File: config.mk
export PLATFORM = sky130hd
export DESIGN_NAME = pll_lock_supervisor
export DESIGN_NICKNAME = d
export VERILOG_FILES = /design/src/rtl/pll_sup_pkg.sv /design/src/rtl/lock_sync.sv /design/src/rtl/pll_lock_supervisor.sv
export SDC_FILE = /design/constraint.sdc
export NUM_CORES = 1
export LEC_CHECK = 0
export CAP_MARGIN = 20
export CORE_MARGIN = 1
export CORE_UTILIZATION = 55
export CTS_CLUSTER_SIZE = 8
export DETAILED_ROUTE_END_ITERATION = 8
export DONT_BUFFER_PORTS = 1
export GPL_ROUTABILITY_DRIVEN = 1
export PLACE_DENSITY = 0.7
export SYNTH_ARGS = -nofsm -noshare
export SYNTH_HDL_FRONTEND = slang
export SYNTH_SLANG_ARGS = --single-unit
export TNS_END_PERCENT = 100
File: constraint.sdc
create_clock -name CLKI -period 3.3 [get_ports CLKI]
set_input_delay 0.66 -clock CLKI [delete_from_list [all_inputs] [get_ports CLKI]]
set_output_delay 0.66 -clock CLKI [all_outputs]
set_load 0.01 [all_outputs]
File: src/rtl/pll_sup_pkg.sv
// Shared state encoding and default timing for the TX PLL lock supervisor.
package pll_sup_pkg;

    typedef enum logic [2:0] {
        ST_RESET,
        ST_WAIT,
        ST_STABLE,
        ST_RUN,
        ST_RETRY,
        ST_FAULT
    } sup_state_t;

    localparam int unsigned DEF_RST_CYCLES    = 64;
    localparam int unsigned DEF_LOCK_TIMEOUT  = 32000;
    localparam int unsigned DEF_STABLE_CYCLES = 1024;
    localparam int unsigned DEF_MAX_RETRIES   = 3;
    localparam int unsigned DEF_SYNC_STAGES   = 2;

    function automatic int unsigned max3(input int unsigned a, input int unsigned b,
                                         input int unsigned c);
        int unsigned m;
        m = (a > b) ? a : b;
        return (m > c) ? m : c;
    endfunction

endpackage

File: src/rtl/lock_sync.sv
// Multi-flop synchroniser for the asynchronous PLL LOCK indication.
module lock_sync #(
    parameter int unsigned SYNC_STAGES = 2
) (
    input  logic clk,
    input  logic rst,
    input  logic async_in,
    output logic sync_out
);

    logic [SYNC_STAGES-1:0] chain;

    always_ff @(posedge clk) begin
        if (rst) chain <= '0;
        else     chain <= {chain[SYNC_STAGES-2:0], async_in};
    end

    assign sync_out = chain[SYNC_STAGES-1];

endmodule

File: src/rtl/pll_lock_supervisor.sv
// TX PLL bring-up supervisor: reset pulse, lock wait, stability qualification,
// retry and reference fail-over, sticky fault.
module pll_lock_supervisor
    import pll_sup_pkg::*;
#(
    parameter int unsigned RST_CYCLES    = DEF_RST_CYCLES,
    parameter int unsigned LOCK_TIMEOUT  = DEF_LOCK_TIMEOUT,
    parameter int unsigned STABLE_CYCLES = DEF_STABLE_CYCLES,
    parameter int unsigned MAX_RETRIES   = DEF_MAX_RETRIES,
    parameter bit          ALT_REF_EN    = 1'b1,
    parameter int unsigned SYNC_STAGES   = DEF_SYNC_STAGES
) (
    input  logic       CLKI,
    input  logic       RST,
    input  logic       PLL_LOCK,
    output logic       PLL_RST,
    output logic       PLL_SEL,
    output logic       SYS_RST,
    output logic       LOCKED,
    output logic       FAULT,
    output logic [1:0] RETRY_CNT
);

    localparam int unsigned TW = $clog2(max3(RST_CYCLES, LOCK_TIMEOUT, STABLE_CYCLES) + 1);

    sup_state_t    state, state_nx;
    logic [TW-1:0] timer, timer_nx;
    logic [1:0]    retry_nx;
    logic          sel_nx;
    logic          lock_s;

    lock_sync #(.SYNC_STAGES(SYNC_STAGES)) u_lock_sync (
        .clk      (CLKI),
        .rst      (RST),
        .async_in (PLL_LOCK),
        .sync_out (lock_s)
    );

    // Outputs are decoded from the next state so they align with the state register.
    always_ff @(posedge CLKI) begin
        if (RST) begin
            state     <= ST_RESET;
            timer     <= '0;
            PLL_RST   <= 1'b1;
            PLL_SEL   <= 1'b0;
            SYS_RST   <= 1'b1;
            LOCKED    <= 1'b0;
            FAULT     <= 1'b0;
            RETRY_CNT <= '0;
        end else begin
            state     <= state_nx;
            timer     <= timer_nx;
            PLL_SEL   <= sel_nx;
            RETRY_CNT <= retry_nx;
            PLL_RST   <= (state_nx == ST_RESET) || (state_nx == ST_RETRY) ||
                         (state_nx == ST_FAULT);
            SYS_RST   <= (state_nx != ST_RUN);
            LOCKED    <= (state_nx == ST_RUN);
            FAULT     <= (state_nx == ST_FAULT);
        end
    end

    always_comb begin
        state_nx = state;
        timer_nx = timer;
        sel_nx   = PLL_SEL;
        retry_nx = RETRY_CNT;
        case (state)
            ST_RESET: begin
                if (timer == TW'(RST_CYCLES - 1)) begin
                    state_nx = ST_WAIT;
                    timer_nx = '0;
                end else begin
                    timer_nx = timer + 1'b1;
                end
            end
            ST_WAIT: begin
                if (lock_s) begin
                    state_nx = ST_STABLE;
                    timer_nx = '0;
                end else if (timer == TW'(LOCK_TIMEOUT - 1)) begin
                    state_nx = ST_RETRY;
                    timer_nx = '0;
                end else begin
                    timer_nx = timer + 1'b1;
                end
            end
            ST_STABLE: begin
                if (!lock_s) begin
                    state_nx = ST_RETRY;
                    timer_nx = '0;
                end else if (timer == TW'(STABLE_CYCLES - 1)) begin
                    state_nx = ST_RUN;
                    timer_nx = '0;
                    retry_nx = '0;
                end else begin
                    timer_nx = timer + 1'b1;
                end
            end
            ST_RUN: begin
                if (!lock_s) begin
                    state_nx = ST_RESET;
                    timer_nx = '0;
                end
            end
            ST_RETRY: begin
                // PLL_RST is high here, so PLL_SEL may switch without glitching the PLL.
                timer_nx = '0;
                if ({30'd0, RETRY_CNT} + 32'd1 < MAX_RETRIES) begin
                    retry_nx = RETRY_CNT + 2'd1;
                    state_nx = ST_RESET;
                end else if (ALT_REF_EN && !PLL_SEL) begin
                    sel_nx   = 1'b1;
                    retry_nx = '0;
                    state_nx = ST_RESET;
                end else begin
                    state_nx = ST_FAULT;
                end
            end
            ST_FAULT: begin
                state_nx = ST_FAULT;
            end
            default: begin
                state_nx = ST_RESET;
                timer_nx = '0;
            end
        endcase
    end

endmodule

## After elaboration in Yosys (flattened, before gate mapping)

Index checks and enable logic that the tools add are counted.

- Bits in registers: 27
- Logic and storage cells: 60
- Output and inout bits: 7

- Add/subtract/negate cells: 3
- Bitwise operators: 2
- Magnitude comparators: 1
- Reductions and logical operators: 8
- Mux-type cells: 21
- Equal/unequal tests: 16

Operators with widths:

| cell | count |
|---|---|
| 15-bit two-way mux | 6 |
| 15-bit one-hot mux with 5 select lines | 1 |
| 3-bit two-way mux | 8 |
| 3-bit one-hot mux with 6 select lines | 1 |
| 15-bit by 1-bit adder with 15-bit output (second input constant) | 1 |
| 15-bit by 10-bit == test with 1-bit output (second input constant) | 1 |
| 15-bit == test (second input constant) | 1 |
| 15-bit by 6-bit == test with 1-bit output (second input constant) | 1 |
| 3-bit == test (second input constant) | 4 |
| 3-bit by 2-bit == test with 1-bit output (second input constant) | 3 |
| 2-bit two-way mux | 4 |
| 3-bit logical NOT | 2 |
| 2-bit != test (second input constant) | 2 |
| 2-bit one-hot mux with 2 select lines | 1 |
| 2-bit AND reduction | 2 |
| 4-bit AND reduction | 1 |
| 2-bit by 1-bit adder with 3-bit output (second input constant) | 1 |
| 3-bit by 1-bit == test with 1-bit output (second input constant) | 1 |
| 3-bit by 2-bit less-than comparator with 1-bit output (second input constant) | 1 |
| 3-bit by 2-bit != test with 1-bit output (second input constant) | 1 |
| 3-bit != test (second input constant) | 1 |
| 2-bit by 1-bit adder with 2-bit output (second input constant) | 1 |
| 1-bit logical OR | 2 |
| 2-bit by 1-bit != test with 1-bit output (second input constant) | 1 |
| other kinds (2) | 3 |

## Longest topological paths before layout

- Depth in word-level cells: 7
- Gate-level depth with buffers: 7
- Depth with buffers taken out: 6

## Cells and area by module

A second synthesis with hierarchy kept.

- Cell total of the unflattened synthesis: 160
- Area, all modules: 1,362.6 µm²

Modules (own cells, without submodules):

| module | area each (µm²) | cells an instance | times used |
|---|---|---|---|
| pll_lock_supervisor | 1,310.0 | 156 | 1 |
| lock_sync | 52.6 | 4 | 1 |

## Worst setup path before layout

OpenSTA, ideal clock, no wires.

- Path type: register to register
- From: register timer[0]
- To: register timer[13]
- Stages on the path, launching flop included: 7
- Setup time: 114 ps
- Period minus slack after synthesis: 2,018 ps
- Path buffers: 0
- Slack: 1,282 ps
- Required time: 3,186 ps
- Arrival time: 1,903 ps
- Cells stage by stage: dfxtp_1 > ha_1 > nand4_2 > nor4_1 > nor4_1 > nor3_1 > a2111oi_0

- Word-level cells in the longest chain between the ends: 4
- Elaborated cells on any way between the ends: 10
- Classes of those cells: 1 x add/sub; 3 x eq/ne; 6 x mux

RTL lines:

| element | line | source |
|---|---|---|
| start, declared | pll_lock_supervisor.sv:27 | `logic [TW-1:0] timer, timer_nx;` |
| start signal, assigned | pll_lock_supervisor.sv:52 | `timer <= timer_nx;` |
| 15-bit by 1-bit adder with 15-bit output (tied with other cells) | pll_lock_supervisor.sv:74, pll_lock_supervisor.sv:85, pll_lock_supervisor.sv:97 |  |
| 15-bit two-way mux, on equally long branches | pll_lock_supervisor.sv:92, pll_lock_supervisor.sv:81 |  |
| 15-bit two-way mux, on equally long branches | pll_lock_supervisor.sv:89, pll_lock_supervisor.sv:78 |  |
| 15-bit one-hot mux with 5 select lines * | pll_lock_supervisor.sv:68 | `case (state)` |

Every way passes the cells marked *; elsewhere a longest branch is shown, timed or not.
A chain may end at the register's enable or synchronous reset.

## Worst setup path after layout

Same ends and word-level chain as after synthesis.

==> metrics.txt <==
# TYPE chip_impl_metric gauge
chip_impl_metric{name="power",unit="mW"} 0.489
chip_impl_metric{name="pwr_density_cell",unit="nW/um2"} 357
chip_impl_metric{name="total_i_o_pin_count",unit=""} 10
chip_impl_info{name="yosys_most_used_dff",value="dfxtp_1"} 1
chip_impl_info{name="hold_start",value="RST"} 1
chip_impl_metric{name="timing.slew.headroom",unit=""} 0.311
chip_impl_metric{name="async_flop_share",unit=""} 0
chip_impl_metric{name="num-nets-final",unit=""} 157
chip_impl_metric{name="grt_pass1_wl",unit="um"} 4820
chip_impl_metric{name="route.antenna.remaining_nets",unit=""} 0
chip_impl_metric{name="cts_hold_buf",unit=""} 0
chip_impl_metric{name="totalNegativeSetupSlack",unit="ns"} 0
chip_impl_info{name="crit_type",value="flop to flop"} 1
chip_impl_metric{name="globalRouteTotalUtil",unit=""} 0.246
chip_impl_metric{name="synthesis.nets",unit=""} 156
chip_impl_metric{name="final.setup.worst_slack",unit="ns"} 0.882
chip_impl_metric{name="placed_cells",unit=""} 176
chip_impl_metric{name="worst_slew_pin_slew",unit="ns"} 1.02
chip_impl_metric{name="antenna_cells",unit=""} 0
chip_impl_metric{name="synth_cell_types",unit=""} 49
chip_impl_info{name="timing.hold.worst.class",value="input port to flop"} 1
chip_impl_info{name="outcome",value="finished, final reports clean"} 1
chip_impl_info{name="critical_path.endpoint_type",value="flop"} 1
chip_impl_metric{name="cts_made_buffers",unit=""} 3
chip_impl_metric{name="place.gp.congestion",unit=""} 0.895
chip_impl_metric{name="post_route_cells_drive_above_1_share",unit=""} 0.0987
chip_impl_metric{name="post_synth_edffs",unit=""} 0
chip_impl_metric{name="die_w",unit="um"} 51.1
chip_impl_metric{name="grt.overflow.total",unit=""} 0
chip_impl_metric{name="muxShareOfSynthArea",unit=""} 0.00755
chip_impl_metric{name="syn_avg_cell_area",unit="um2"} 8.73
chip_impl_metric{name="synthAdderAreaFrac",unit=""} 0.00943
chip_impl_metric{name="peak_vdd_ir",unit="V"} 0.000212
chip_impl_metric{name="row_count",unit=""} 17
chip_impl_metric{name="drv.max_cap_violation_count",unit=""} 0
chip_impl_metric{name="drc",unit=""} 0
chip_impl_metric{name="finalWorstPathRequiredPeriod",unit="ns"} 2.42
chip_impl_metric{name="clkSlewWorstSetupHoldPaths",unit="ns"} 0.15
chip_impl_metric{name="cts_buffer_depth",unit=""} 2
chip_impl_metric{name="cp.arrival",unit="ns"} 2.63
chip_impl_info{name="setup_repair_after_global_routing_missed_its_margin",value="no"} 1
chip_impl_metric{name="finClkSkew",unit="ns"} 0.0108
chip_impl_metric{name="p_leak",unit="nW"} 0.476
chip_impl_metric{name="synthesis.instances",unit=""} 152
chip_impl_metric{name="grt_pass1_vias",unit=""} 1045
chip_impl_metric{name="pre_cts_slack",unit="ns"} 0.952
chip_impl_metric{name="post-cts-setup-buffer-count",unit=""} 0
chip_impl_info{name="worst_setup_path_start_kind",value="flop"} 1
chip_impl_metric{name="portBuffers",unit=""} 0
chip_impl_metric{name="dieHeight",unit="um"} 51.1
chip_impl_metric{name="max_freq",unit="MHz"} 414
chip_impl_metric{name="vias",unit=""} 1122
chip_impl_info{name="cts_tree",value="built"} 1
chip_impl_info{name="timing.critical_path.from",value="timer[0]$_SDFFE_PP0P_"} 1
chip_impl_info{name="synth_top_family_by_area",value="simple AND/OR/NAND/NOR gates"} 1
chip_impl_metric{name="route.final.wire_length",unit="um"} 2800
chip_impl_metric{name="signed_area_change_from_the_synthesized_netlist_to_the_final_layout",unit="%"} 3.21
chip_impl_metric{name="synth_area_in_compound_gates",unit=""} 0.134
chip_impl_metric{name="final_report_setup_violation_count",unit=""} 0
chip_impl_metric{name="synth.ff_latch_count",unit=""} 27
chip_impl_metric{name="total_of_cells_resized_after_clock_tree_synthesis",unit=""} 0
chip_impl_metric{name="post_synth_simple_gate_area",unit=""} 0.357
chip_impl_metric{name="insertion_delay",unit="ns"} 0.33
chip_impl_metric{name="die_footprint",unit="um2"} 2610
chip_impl_metric{name="stdcell_area",unit="um2"} 1370
chip_impl_metric{name="synthesis.area",unit="um2"} 1330
chip_impl_metric{name="layout_worst_path_cycle_share",unit=""} 0.733
chip_impl_metric{name="dp_hpwl",unit="um"} 2030
chip_impl_metric{name="core-area",unit="um2"} 2230
chip_impl_metric{name="report.final.slew_viol_count",unit=""} 0
chip_impl_metric{name="numClockSinks",unit=""} 27
chip_impl_metric{name="antenna_found_initial",unit=""} 0
chip_impl_metric{name="firstDrtPassIters",unit=""} 4
chip_impl_metric{name="initial_core_util",unit=""} 0.594
chip_impl_metric{name="placement_stage_cell_area",unit="um2"} 1340
chip_impl_metric{name="synth_area_in_xor_xnor",unit=""} 0.0528
chip_impl_metric{name="maximum_number_of_pins_on_one_net_before_global_route_repair",unit=""} 16
chip_impl_metric{name="h-tree-depth",unit=""} 1
chip_impl_metric{name="worst-path-max-fanout",unit=""} 7
chip_impl_info{name="timing.rr.start",value="timer[0]$_SDFFE_PP0P_"} 1
chip_impl_metric{name="wl_per_cell",unit="um"} 15.5
chip_impl_metric{name="yosysWarnings",unit=""} 0
chip_impl_metric{name="ys_seq_area_frac",unit=""} 0.408
chip_impl_metric{name="required_arrival_time_at_the_worst_endpoint",unit="ns"} 3.51
chip_impl_info{name="cts-root-buf",value="clkbuf_4"} 1
chip_impl_metric{name="report.final.hold_viol_count",unit=""} 0
chip_impl_metric{name="via_per_inst",unit=""} 6.23
chip_impl_metric{name="fin_cells",unit=""} 180
chip_impl_metric{name="drt_first_iter_violations",unit=""} 35
## metal layers
metal	vias up	global-route usage	part of all wire	routed length (um)
li1	555	-	-	-
met1	536	0.327	0.46	1300
met2	27	0.406	0.48	1360
met3	4	0.0357	0.038	105
met4	0	0.0833	0.014	39
met5	-	0	0	0
## stage by stage
| stage | hold WS, ns | utilization |
|---|---|---|
| floorplan | 0.414 | - |
| global placement | 0.430 | 0.601 |
| detailed placement | 0.424 | 0.601 |
| CTS | 0.373 | 0.613 |
| global route | 0.358 | 0.613 |
| finish | 0.388 | 0.613 |
## cell usage after synthesis (all sizes together) (2+ instances only)
cell type,count,share of area
nor3,5,0.023
a2111oi,2,0.013
nor4b,2,0.013
nand2,17,0.048
buf,2,0.012
nand3b,2,0.011
dfxtp,27,0.41
inv,4,0.011
nor2,16,0.045
a31oi,2,0.0094
o21ai,8,0.030
nor2b,4,0.019
nand4,5,0.028
clkbuf,3,0.0085
xor2,7,0.046
nor4,7,0.049
nand3,6,0.023
a21oi,8,0.033
or4,2,0.014
nor3b,2,0.015
and3,2,0.0094
## state kept, by name (all words and copies together), names as in the netlist
| signal | cells |
|---|---|
| PLL_RST | 1 |
| RETRY_CNT | 2 |
| timer | 15 |
| u_lock_sync.chain | 2 |
| state | 3 |
| PLL_SEL | 1 |
| SYS_RST | 1 |
| LOCKED | 1 |
| FAULT | 1 |
## kinds of logic after synthesis
family	count (synthesis)
AND/OR/NAND/NOR	79
AO/OA/AOI/OAI	27
flip-flops	27
buffers and inverters	9
XOR/XNOR	8
multiplexers	1
adder cells (fa/ha/maj)	1
## worst max-delay path, stage by stage, from the launching register on
cell	delay (ns)
dfxtp_1	0.37
ha_1	0.26
nand4_2	0.19
nor4_1	0.10
nor4_1	0.84
nor3_1	0.12
a2111oi_0	0.42
## power by group
group | switching, mW | leakage [nW] | internal [mW]
logic | 0.00748 | 0.240 | 0.00588
registers | 0.00462 | 0.219 | 0.330
clock network | 0.0956 | 0.0177 | 0.0455
total | 0.108 | 0.476 | 0.382
## path summary, 6_finish.rpt
kind / endpoint / slack [ns] / depth (start not counted)
setup reg to reg: timer[13]$_SDFFE_PP0P_ / 0.88 / 6
hold reg to reg: u_lock_sync.chain[1]$_SDFF_PP0_ / 0.45 / 1
hold / removal: state[2]$_SDFF_PP0_ / 0.39 / 1
setup / recovery: timer[13]$_SDFFE_PP0P_ / 0.88 / 6
## cell usage in the layout (no fill, tap or decap), types with 3 or more instances in the layout
cell,count
a21oi_1,7
inv_1,4
nand3_1,6
nor2b_1,4
nor4_1,5
nand4_1,4
nor2_1,16
o21ai_0,7
nor3_1,4
xor2_1,7
clkbuf_4,3
dfxtp_1,27
nand2_1,17
## layout make-up
type                    count  area, um2
well taps                  28       35.0
inverters                   4       15.0
multi-input cells         116        743
clock buffers               3       22.5
clock inverters             1       5.00
repair buffers              1       7.51
flip-flops and latches     27        541
fillers                   209        865
No activity file was read; power rests on OpenSTA's default activity.
